==> config.mk <==
export PLATFORM = sky130hd
export DESIGN_NAME = muldiv_ctl
export DESIGN_NICKNAME = d
export VERILOG_FILES = /design/src/rtl/md_pkg.sv /design/src/rtl/md_step.sv /design/src/rtl/muldiv_ctl.sv
export SDC_FILE = /design/constraint.sdc
export NUM_CORES = 1
export LEC_CHECK = 0
export ABC_AREA = 1
export BUFFER_PORTS_ARGS = -buffer_cell sky130_fd_sc_hd__buf_2
export CAP_MARGIN = 5
export CORE_ASPECT_RATIO = 1.4
export CORE_UTILIZATION = 32
export CTS_CLUSTER_SIZE = 24
export DETAILED_ROUTE_END_ITERATION = 7
export PLACE_DENSITY = 0.52
export SYNTH_ARGS = -nofsm -noshare
export SYNTH_HDL_FRONTEND = slang
export SYNTH_SLANG_ARGS = --single-unit
==> constraint.sdc <==
create_clock -name clk -period 2.96 [get_ports clk]
set_input_delay 0 -clock clk [delete_from_list [all_inputs] [get_ports clk]]
set_output_delay 0 -clock clk [all_outputs]
set_load 0.02 [all_outputs]
==> src/rtl/md_pkg.sv <==
// Shared encodings and constants for the multiply/divide sequencer.
package md_pkg;

    localparam int          ITER    = 32;
    localparam int          CNT_W   = $clog2(ITER);
    localparam logic [31:0] DIV0_LO = 32'hFFFF_FFFF;

    typedef enum logic [3:0] {
        OP_NONE  = 4'd0,
        OP_MULT  = 4'd1,
        OP_MULTU = 4'd2,
        OP_DIV   = 4'd3,
        OP_DIVU  = 4'd4,
        OP_MFHI  = 4'd5,
        OP_MFLO  = 4'd6,
        OP_MTHI  = 4'd7,
        OP_MTLO  = 4'd8
    } md_op_e;

    typedef enum logic [1:0] {
        IDLE = 2'd0,
        MUL  = 2'd1,
        DIV  = 2'd2,
        FIX  = 2'd3
    } md_state_e;

    typedef enum logic {
        STEP_MUL = 1'b0,
        STEP_DIV = 1'b1
    } step_mode_e;

    function automatic logic [31:0] abs32(input logic [31:0] v);
        return v[31] ? (~v + 32'd1) : v;
    endfunction

endpackage

==> src/rtl/md_step.sv <==
// One iteration of the sequencer: a shift-add multiply step or a restoring divide step.
module md_step
    import md_pkg::*;
(
    input  step_mode_e  mode,
    input  logic [63:0] acc,
    input  logic [31:0] rem,
    input  logic [31:0] opb,
    output logic [63:0] acc_nxt,
    output logic [31:0] rem_nxt
);

    logic [32:0] sum;
    logic [32:0] rem_sh;
    logic [33:0] diff;

    always_comb begin
        sum     = {1'b0, acc[63:32]} + (acc[0] ? {1'b0, opb} : 33'd0);
        rem_sh  = {rem, acc[31]};
        diff    = {1'b0, rem_sh} - {2'b00, opb};
        acc_nxt = acc;
        rem_nxt = rem;
        if (mode == STEP_MUL) begin
            // multiplier sits in the low half and is consumed LSB first
            acc_nxt = {sum, acc[31:1]};
        end else if (!diff[33]) begin
            rem_nxt = diff[31:0];
            acc_nxt = {32'd0, acc[30:0], 1'b1};
        end else begin
            rem_nxt = rem_sh[31:0];
            acc_nxt = {32'd0, acc[30:0], 1'b0};
        end
    end

endmodule

==> src/rtl/muldiv_ctl.sv <==
// Iterative MULT/DIV sequencer owning HI/LO; stalls EXM1 while an operation is in flight.
// state | meaning
// IDLE  | no operation in flight; MT/MF ops and new mul/div accepted here
// MUL   | shift-add iteration, one multiplier bit per cycle
// DIV   | restoring division, one quotient bit per cycle
// FIX   | sign fixup and HI/LO write
module muldiv_ctl
    import md_pkg::*;
(
    input  logic        clk,
    input  logic        rst_n,
    input  logic        flush,
    input  logic        ExtStall,
    input  logic        InstrVal_ID,
    input  logic [3:0]  MdOp_ID,
    input  logic [31:0] RsVal_ID,
    input  logic [31:0] RtVal_ID,
    output logic        MdStall_EXM1,
    output logic [31:0] MdResult_EXM1,
    output logic        MdBusy,
    output logic [31:0] Hi,
    output logic [31:0] Lo
);

    md_state_e        state_q, state_d;
    logic [CNT_W-1:0] cnt_q, cnt_d;
    logic [63:0]      acc_q, acc_d;
    logic [31:0]      rem_q, rem_d;
    logic [31:0]      opb_q, opb_d;
    logic             neg_lo_q, neg_lo_d;
    logic             neg_hi_q, neg_hi_d;
    logic             div0_q, div0_d;
    logic             is_div_q, is_div_d;
    logic [31:0]      hi_q, hi_d;
    logic [31:0]      lo_q, lo_d;

    logic        op_valid, req, accept, signed_op;
    logic [31:0] rs_mag, rt_mag;
    logic [63:0] step_acc, prod_fix;
    logic [31:0] step_rem, quo_fix, rem_fix;
    step_mode_e  step_mode;

    assign op_valid     = (MdOp_ID >= 4'd1) && (MdOp_ID <= 4'd8);
    assign req          = InstrVal_ID & op_valid & ~flush;
    assign MdBusy       = (state_q != IDLE);
    assign MdStall_EXM1 = req & MdBusy;
    assign accept       = req & ~MdBusy & ~ExtStall;
    assign Hi           = hi_q;
    assign Lo           = lo_q;

    assign signed_op = (MdOp_ID == OP_MULT) || (MdOp_ID == OP_DIV);
    assign rs_mag    = signed_op ? abs32(RsVal_ID) : RsVal_ID;
    assign rt_mag    = signed_op ? abs32(RtVal_ID) : RtVal_ID;
    assign step_mode = (state_q == DIV) ? STEP_DIV : STEP_MUL;

    md_step u_step (
        .mode    (step_mode),
        .acc     (acc_q),
        .rem     (rem_q),
        .opb     (opb_q),
        .acc_nxt (step_acc),
        .rem_nxt (step_rem)
    );

    always_comb begin
        MdResult_EXM1 = 32'd0;
        if (MdOp_ID == OP_MFHI) MdResult_EXM1 = hi_q;
        else if (MdOp_ID == OP_MFLO) MdResult_EXM1 = lo_q;
    end

    always_comb begin
        prod_fix = neg_lo_q ? (~acc_q + 64'd1) : acc_q;
        quo_fix  = neg_lo_q ? (~acc_q[31:0] + 32'd1) : acc_q[31:0];
        rem_fix  = neg_hi_q ? (~rem_q + 32'd1) : rem_q;
    end

    always_comb begin
        state_d  = state_q;
        cnt_d    = cnt_q;
        acc_d    = acc_q;
        rem_d    = rem_q;
        opb_d    = opb_q;
        neg_lo_d = neg_lo_q;
        neg_hi_d = neg_hi_q;
        div0_d   = div0_q;
        is_div_d = is_div_q;
        hi_d     = hi_q;
        lo_d     = lo_q;
        case (state_q)
            IDLE: begin
                if (accept) begin
                    case (MdOp_ID)
                        OP_MULT, OP_MULTU: begin
                            state_d  = MUL;
                            cnt_d    = CNT_W'(ITER - 1);
                            acc_d    = {32'd0, rt_mag};
                            opb_d    = rs_mag;
                            rem_d    = 32'd0;
                            neg_lo_d = signed_op & (RsVal_ID[31] ^ RtVal_ID[31]);
                            neg_hi_d = 1'b0;
                            div0_d   = 1'b0;
                            is_div_d = 1'b0;
                        end
                        OP_DIV, OP_DIVU: begin
                            state_d  = DIV;
                            cnt_d    = CNT_W'(ITER - 1);
                            acc_d    = {32'd0, rs_mag};
                            opb_d    = rt_mag;
                            rem_d    = 32'd0;
                            neg_lo_d = signed_op & (RsVal_ID[31] ^ RtVal_ID[31]);
                            neg_hi_d = signed_op & RsVal_ID[31];
                            div0_d   = (RtVal_ID == 32'd0);
                            is_div_d = 1'b1;
                        end
                        OP_MTHI: hi_d = RsVal_ID;
                        OP_MTLO: lo_d = RsVal_ID;
                        default: ;
                    endcase
                end
            end
            MUL, DIV: begin
                acc_d = step_acc;
                rem_d = step_rem;
                if (cnt_q == '0) state_d = FIX;
                else cnt_d = cnt_q - 1'b1;
            end
            FIX: begin
                state_d = IDLE;
                if (is_div_q) begin
                    // with a zero divisor the remainder path already returns Rs after fixup
                    hi_d = rem_fix;
                    lo_d = div0_q ? DIV0_LO : quo_fix;
                end else begin
                    hi_d = prod_fix[63:32];
                    lo_d = prod_fix[31:0];
                end
            end
            default: state_d = IDLE;
        endcase
    end

    always_ff @(posedge clk) begin
        if (!rst_n) begin
            state_q  <= IDLE;
            cnt_q    <= '0;
            acc_q    <= '0;
            rem_q    <= '0;
            opb_q    <= '0;
            neg_lo_q <= 1'b0;
            neg_hi_q <= 1'b0;
            div0_q   <= 1'b0;
            is_div_q <= 1'b0;
            hi_q     <= '0;
            lo_q     <= '0;
        end else begin
            state_q  <= state_d;
            cnt_q    <= cnt_d;
            acc_q    <= acc_d;
            rem_q    <= rem_d;
            opb_q    <= opb_d;
            neg_lo_q <= neg_lo_d;
            neg_hi_q <= neg_hi_d;
            div0_q   <= div0_d;
            is_div_q <= is_div_d;
            hi_q     <= hi_d;
            lo_q     <= lo_d;
        end
    end

endmodule

### Yosys cells after proc, flatten, opt, wreduce, memory -nomap -nowiden

Index checks and enable logic that the tools add are counted.

* flip-flop bits (word level): 203
* logic and storage cells: 119
* output and inout bits: 98
* bits of input ports: 73

* $add $sub $neg: 8
* equality and inequality tests: 19
* order comparisons: 2
* multiplexer cells: 42
* reductions and logical operators: 21
* bitwise operators: 16

Operator list (count)
* $mux 32: 20
* $pmux 32 s2: 4
* $pmux 64 s2: 2
* $mux 64: 3
* $add 32x1->32 const B: 4
* $not 32->32: 4
* $add 64x1->64 const B: 1
* $not 64->64: 1
* $sub 33x32->34: 1
* $add 32x33->33: 1
* $logic_not 32->1: 1
* $reduce_and 3->1: 6
* $eq 4x3->1 const B: 4
* $mux 5: 3
* $pmux 5 s2: 1
* $eq 4x2->1 const B: 2
* $ne 2x2->1 const B: 4
* $reduce_and 4->1: 2
* $reduce_bool 2->1: 4
* $and 1x1->1: 7
* $ne 2x1->1 const B: 3
* $pmux 1 s2: 3
* $pmux 2 s3: 1
* $reduce_or 2->1: 3
* other kinds (18): 23

### Depth between registers and ports, before layout

* word-level depth: 8
* gate-level depth with buffers: 18
* depth with buffers taken out: 17

### Cells and area by module

From an unflattened synthesis, not the netlist that was laid out.

* cell total of the unflattened synthesis: 3783
* area, all modules: 20530.9 sq um

Modules (own cells, without submodules)
* muldiv_ctl: cells each 2550, area each 14586.5 sq um, sequential area each 4063.9 sq um, times used 1
* md_step: cells each 1233, area each 5944.5 sq um, sequential area each 0.0 sq um, times used 1

### Worst setup path after synthesis

OpenSTA, ideal clock, no wires.

* path kind: register -> register
* start: register acc_q[0]
* end: register acc_q[44]
* period minus slack after synthesis: 2.336 ns
* path slack: 0.624 ns
* stages on the path, launching flop included: 14
* data required time: 2.828 ns
* setup time: 0.132 ns
* path buffers: 2
* arrival: 2.204 ns
* cells stage by stage: dfxtp_1 > buf_2 > clkbuf_1 > nand2_1 > inv_1 > ha_1 > a21oi_1 > o21bai_1 > or2_2 > nand2_1 > nand2_1 > or2_2 > nand3_1 > a21oi_1

* word-level cells in the longest chain between the ends: 4

Ends and longest elaborated chain
* start: declaration: RTL line muldiv_ctl.sv:27 `logic [63:0] acc_q, acc_d;`
* start signal: assignment: RTL line muldiv_ctl.sv:146 `acc_q <= '0;`
* start signal: assignment: RTL line muldiv_ctl.sv:158 `acc_q <= acc_d;`
* $mux 32: RTL line md_step.sv:18 `sum = {1'b0, acc[63:32]} + (acc[0] ? {1'b0, opb} : 33'd0);`
* $add 32x33->33: RTL line md_step.sv:18
* $mux 64: RTL line md_step.sv:23 `if (mode == STEP_MUL) begin`
* $pmux 64 s2: RTL line muldiv_ctl.sv:89 `case (state_q)`

No other way between the ends.
A chain may end at the register's enable or synchronous reset.

### Worst setup path in the final report

* start: register opb_q[8]
* end: register rem_q[23]

* word-level cells in the longest chain between the ends: 4

Ends and longest elaborated chain
* start: declaration: RTL line muldiv_ctl.sv:29 `logic [31:0] opb_q, opb_d;`
* start signal: assignment: RTL line muldiv_ctl.sv:160 `opb_q <= opb_d;`
* $sub 33x32->34: RTL line md_step.sv:20 `diff = {1'b0, rem_sh} - {2'b00, opb};`
* $mux 32: RTL line md_step.sv:26 `end else if (!diff[33]) begin`
* $mux 32: RTL line md_step.sv:23
* $pmux 32 s2: RTL line muldiv_ctl.sv:89
* end signal: assignment: RTL line muldiv_ctl.sv:159 `rem_q <= rem_d;`
* end: declaration: RTL line muldiv_ctl.sv:28 `logic [31:0] rem_q, rem_d;`

No other way between the ends. The select of a mux whose other input is x is not followed.

==> impl_metrics.toml <==
[run_status]
outcome = "finished clean"

[timing]
layout_worst_path_cycle_share = 0.945
setup-violations-final = 0
timing.clock.skew_ps = 39.1
clock.fmax_mhz = 358
fin_crit_ps = 2800
rsz0062_at_grt = "no"
fin_tns_setup_ps = 0
timing_max_transition_violations_final = 0
remaining_max_slew_budget_at_the_tightest_pin = 0.247
layout_setup_ws_ps = 163
report.final.hold_viol_count = 0
tightest_slew_ps = 1120

[critical_path]
timing.critical_path.fanout_max = 11
worstRegToRegCells = 14
crit_arrival_ps = 3280
timing.critical_path.cells = "inv_1 -> ha_1 -> nand2_1 -> inv_1 -> a21oi_1 -> nand3_2 -> nand2_1 -> nand2_1 -> nand2_2 -> nand2_2 -> buf_4 -> nand3_1 -> nand3_1 -> a21oi_1"
r2r_end = "rem_q[23]"
timing_worst_setup_path_type = "reg -> reg"
worst_setup_path_end_kind = "register"
crit_top_cell = "nand2_1"
worst-endpoint-required_ps = 3450
path_delay_family = "simple AND/OR/NAND/NOR gates"
worst_path_max_delay_cell = "dfxtp_1"
crit_path_max_incr_delay_ps = 440
worst-r2r-setup-slack_ps = 160
worstSetupStartpointType = "register"
cp.buffers_inverters = 3
rr_startpoint = "opb_q[8]"

[placed_design]
gp_congestion = 1.02
dpl.hpwl_um = 78500
detailedPlace.worstSlack_ps = 16.5
port_buffers = 170
numPlacedInstances = 4413

[synth]
synth_register_bits = 203
async_flop_share = 0
synthesis.area_mm2 = 0.0195
synth_edf_count = 0
synthDominantCellAreaShare = 0.209
synth_xor_xnor_area_share = 0.0306
post_synth.cell_area_avg_um2 = 5.57
synth_largest_area_cell = "dfxtp_1"
fraction_of_the_mapped_netlist_area_in_compound_gates = 0.193
count_of_synthesis_stage_warnings_from_yosys = 0
ys_types = 48
post_synth_top_flop = "dfxtp_1"
simple_gate_portion_of_the_synthesized_area = 0.402
seq_area_frac_synth = 0.209
mappedNetlistNets = 3645
synth_top_family_by_area = "simple AND/OR/NAND/NOR gates"
syn_inst = 3496
synth.area.mux_share = 0
synth_area_leaders = "dfxtp_1 21%, nand2_1 18%, nand3_1 9.0%"
yosys.area_share.adder = 0.0496

[detailed_routing]
drc = 0
post_drt_wl_per_cell_um = 21.2
route.antenna.remaining_nets = 0
detailedRoute.firstPassIterationCount = 6
detailroute.via_count = 24100
detail_route.iter0.violations = 2310
route.final.wire_length_um = 95400
vias_per_cell = 5.35

[floorplan]
floorplan.die.width_um = 210
floorplan.die.height_um = 294
io-pin-count = 171
start_util = 0.325
die_area_mm2 = 0.0619
std_cell_rows = 106
floorplan.core_area_mm2 = 0.0599

[cts]
cts_post_setup_buffers_inserted = 0
cts_tree = "done"
cts-root-buf = "clkbuf_16"
total_cts_buffers = 25
cts.sinks = 203
worst_setup_hold_path_clk_slew_ps = 60
htree_levels = 1
worst_skew_pair.late_latency_ps = 590
cts.path.max_buffers = 3

[cells_and_area]
most-common-layout-cells = "944 x nand2_1, 431 x nor2_1, 428 x inv_1"
most_common_cell_after_layout_fill_and_taps_aside = "nand2_1"
syn2layout_area_growth_pct = 17.0
nNetsFinal = 3830
layout-drive-gt1-share = 0.0903
layout.core_utilization = 0.380
finalNonFillerCells = 4511

[worst_hold_path]
worst_hold_path.num_cells = 6
hold_path_startpoint = "RsVal_ID[27]"
hold_path.class = "in -> reg"
destination_of_the_worst_hold_path = "opb_q[27]"

[run]
timing.max_cap.violations = 0

[power_and_ir_drop]
p_leak_uw = 0.0117
power_density_mw_per_mm2 = 525
vdd_ir_drop_max_mv = 0.338

[global_routing]
grt_first_pass_wirelength_um = 140000
antenna_found_initial = 1
vias_in_the_first_global_route = 22300
globalRouteOverflowTotal = 0
global_route.usage.total = 0.301
grt_max_degree = 100
## how the worst max path moves through the flow
stage	cells past startpoint	slack, ps	to	start
after global routing	14	20	rem_q[16]	opb_q[8]
after global placement	15	10	acc_q[61]	acc_q[0]
after CTS	15	7	acc_q[61]	acc_q[0]
after detailed placement	15	20	acc_q[61]	acc_q[0]
final	14	160	rem_q[23]	opb_q[8]
after floorplan	13	620	acc_q[44]	acc_q[0]
## synth_stat cells (8+ instances only)
master    count
nand2_1     944
nand4_1      51
nor2_1      434
xor2_1       48
clkbuf_1     89
a31oi_1      10
nor3_1       35
nand3_1     350
or2_2        19
buf_2        33
dfxtp_1     203
nand3b_1     13
o22ai_1      33
o21bai_1      8
inv_1       429
a21oi_1     313
o211ai_1     27
o21ai_0     271
ha_1         74
buf_1         8
xnor2_1      20
## worst min-delay path, stage by stage
cell and delay [ps]:
buf_2 130, nand3_1 80, nand2_1 100, nor2_1 100
o21ai_0 100, inv_1 50
## repair_timing
item,in CTS,in global routing
setup endpoints to repair,0,31
resized for setup,0,5
hold endpoints to repair,71,0
hold buffers,51,0
## metal layers
layer	global-route usage	wire length (um)	vias up
met5	0	0	-
met4	0.199	6900	0
met3	0.0306	5420	236
met2	0.501	44300	921
met1	0.367	38800	11200
li1	-	-	11800
## report_power, final
group	leakage, uW	total (uW)	internal [uW]	switching, uW
combinational	0.00958	5090	1440	3660
clock	0.000436	3520	2090	1430
sequential	0.00164	3350	2990	355
## state kept, by name, summed over array words and instances (netlist names)
register and count:
Hi 32, Lo 32, acc_q 64, cnt_q 5, div0_q 1, is_div_q 1, neg_hi_q 1, neg_lo_q 1
opb_q 32, rem_q 32, state_q 2
## metrics by stage
step                      instance area (um^2)  total power, uW  hold slack (ps)
after floorplan                          19500             6610              157
final                                    22800            12000             38.4
after CTS                                22800            11900             9.28
after detailed placement                 21300             8280              374
after global placement                   21300             8290              371
after global routing                     22800            12600             58.2
## layout make-up
cell class / instances / area, um^2
timing repair buffer: 297 / 1980
inverter: 436 / 1640
sequential: 203 / 4070
multi-input combinational: 2718 / 13200
tap: 810 / 1010
clock inverter: 11 / 209
antenna: 1 / 2.50
clock buffer: 35 / 693
fill: 6932 / 37200
## cell families (layout without fill, tap and decap cells)
kind of cell,Yosys count,count (layout)
simple gates,1872,1872
flops,203,203
buf+inv,575,779
other cells,0,1
compound gates,702,702
xor+xnor,68,68
fa+ha+maj,76,76
(Power assumes the default switching activity.)
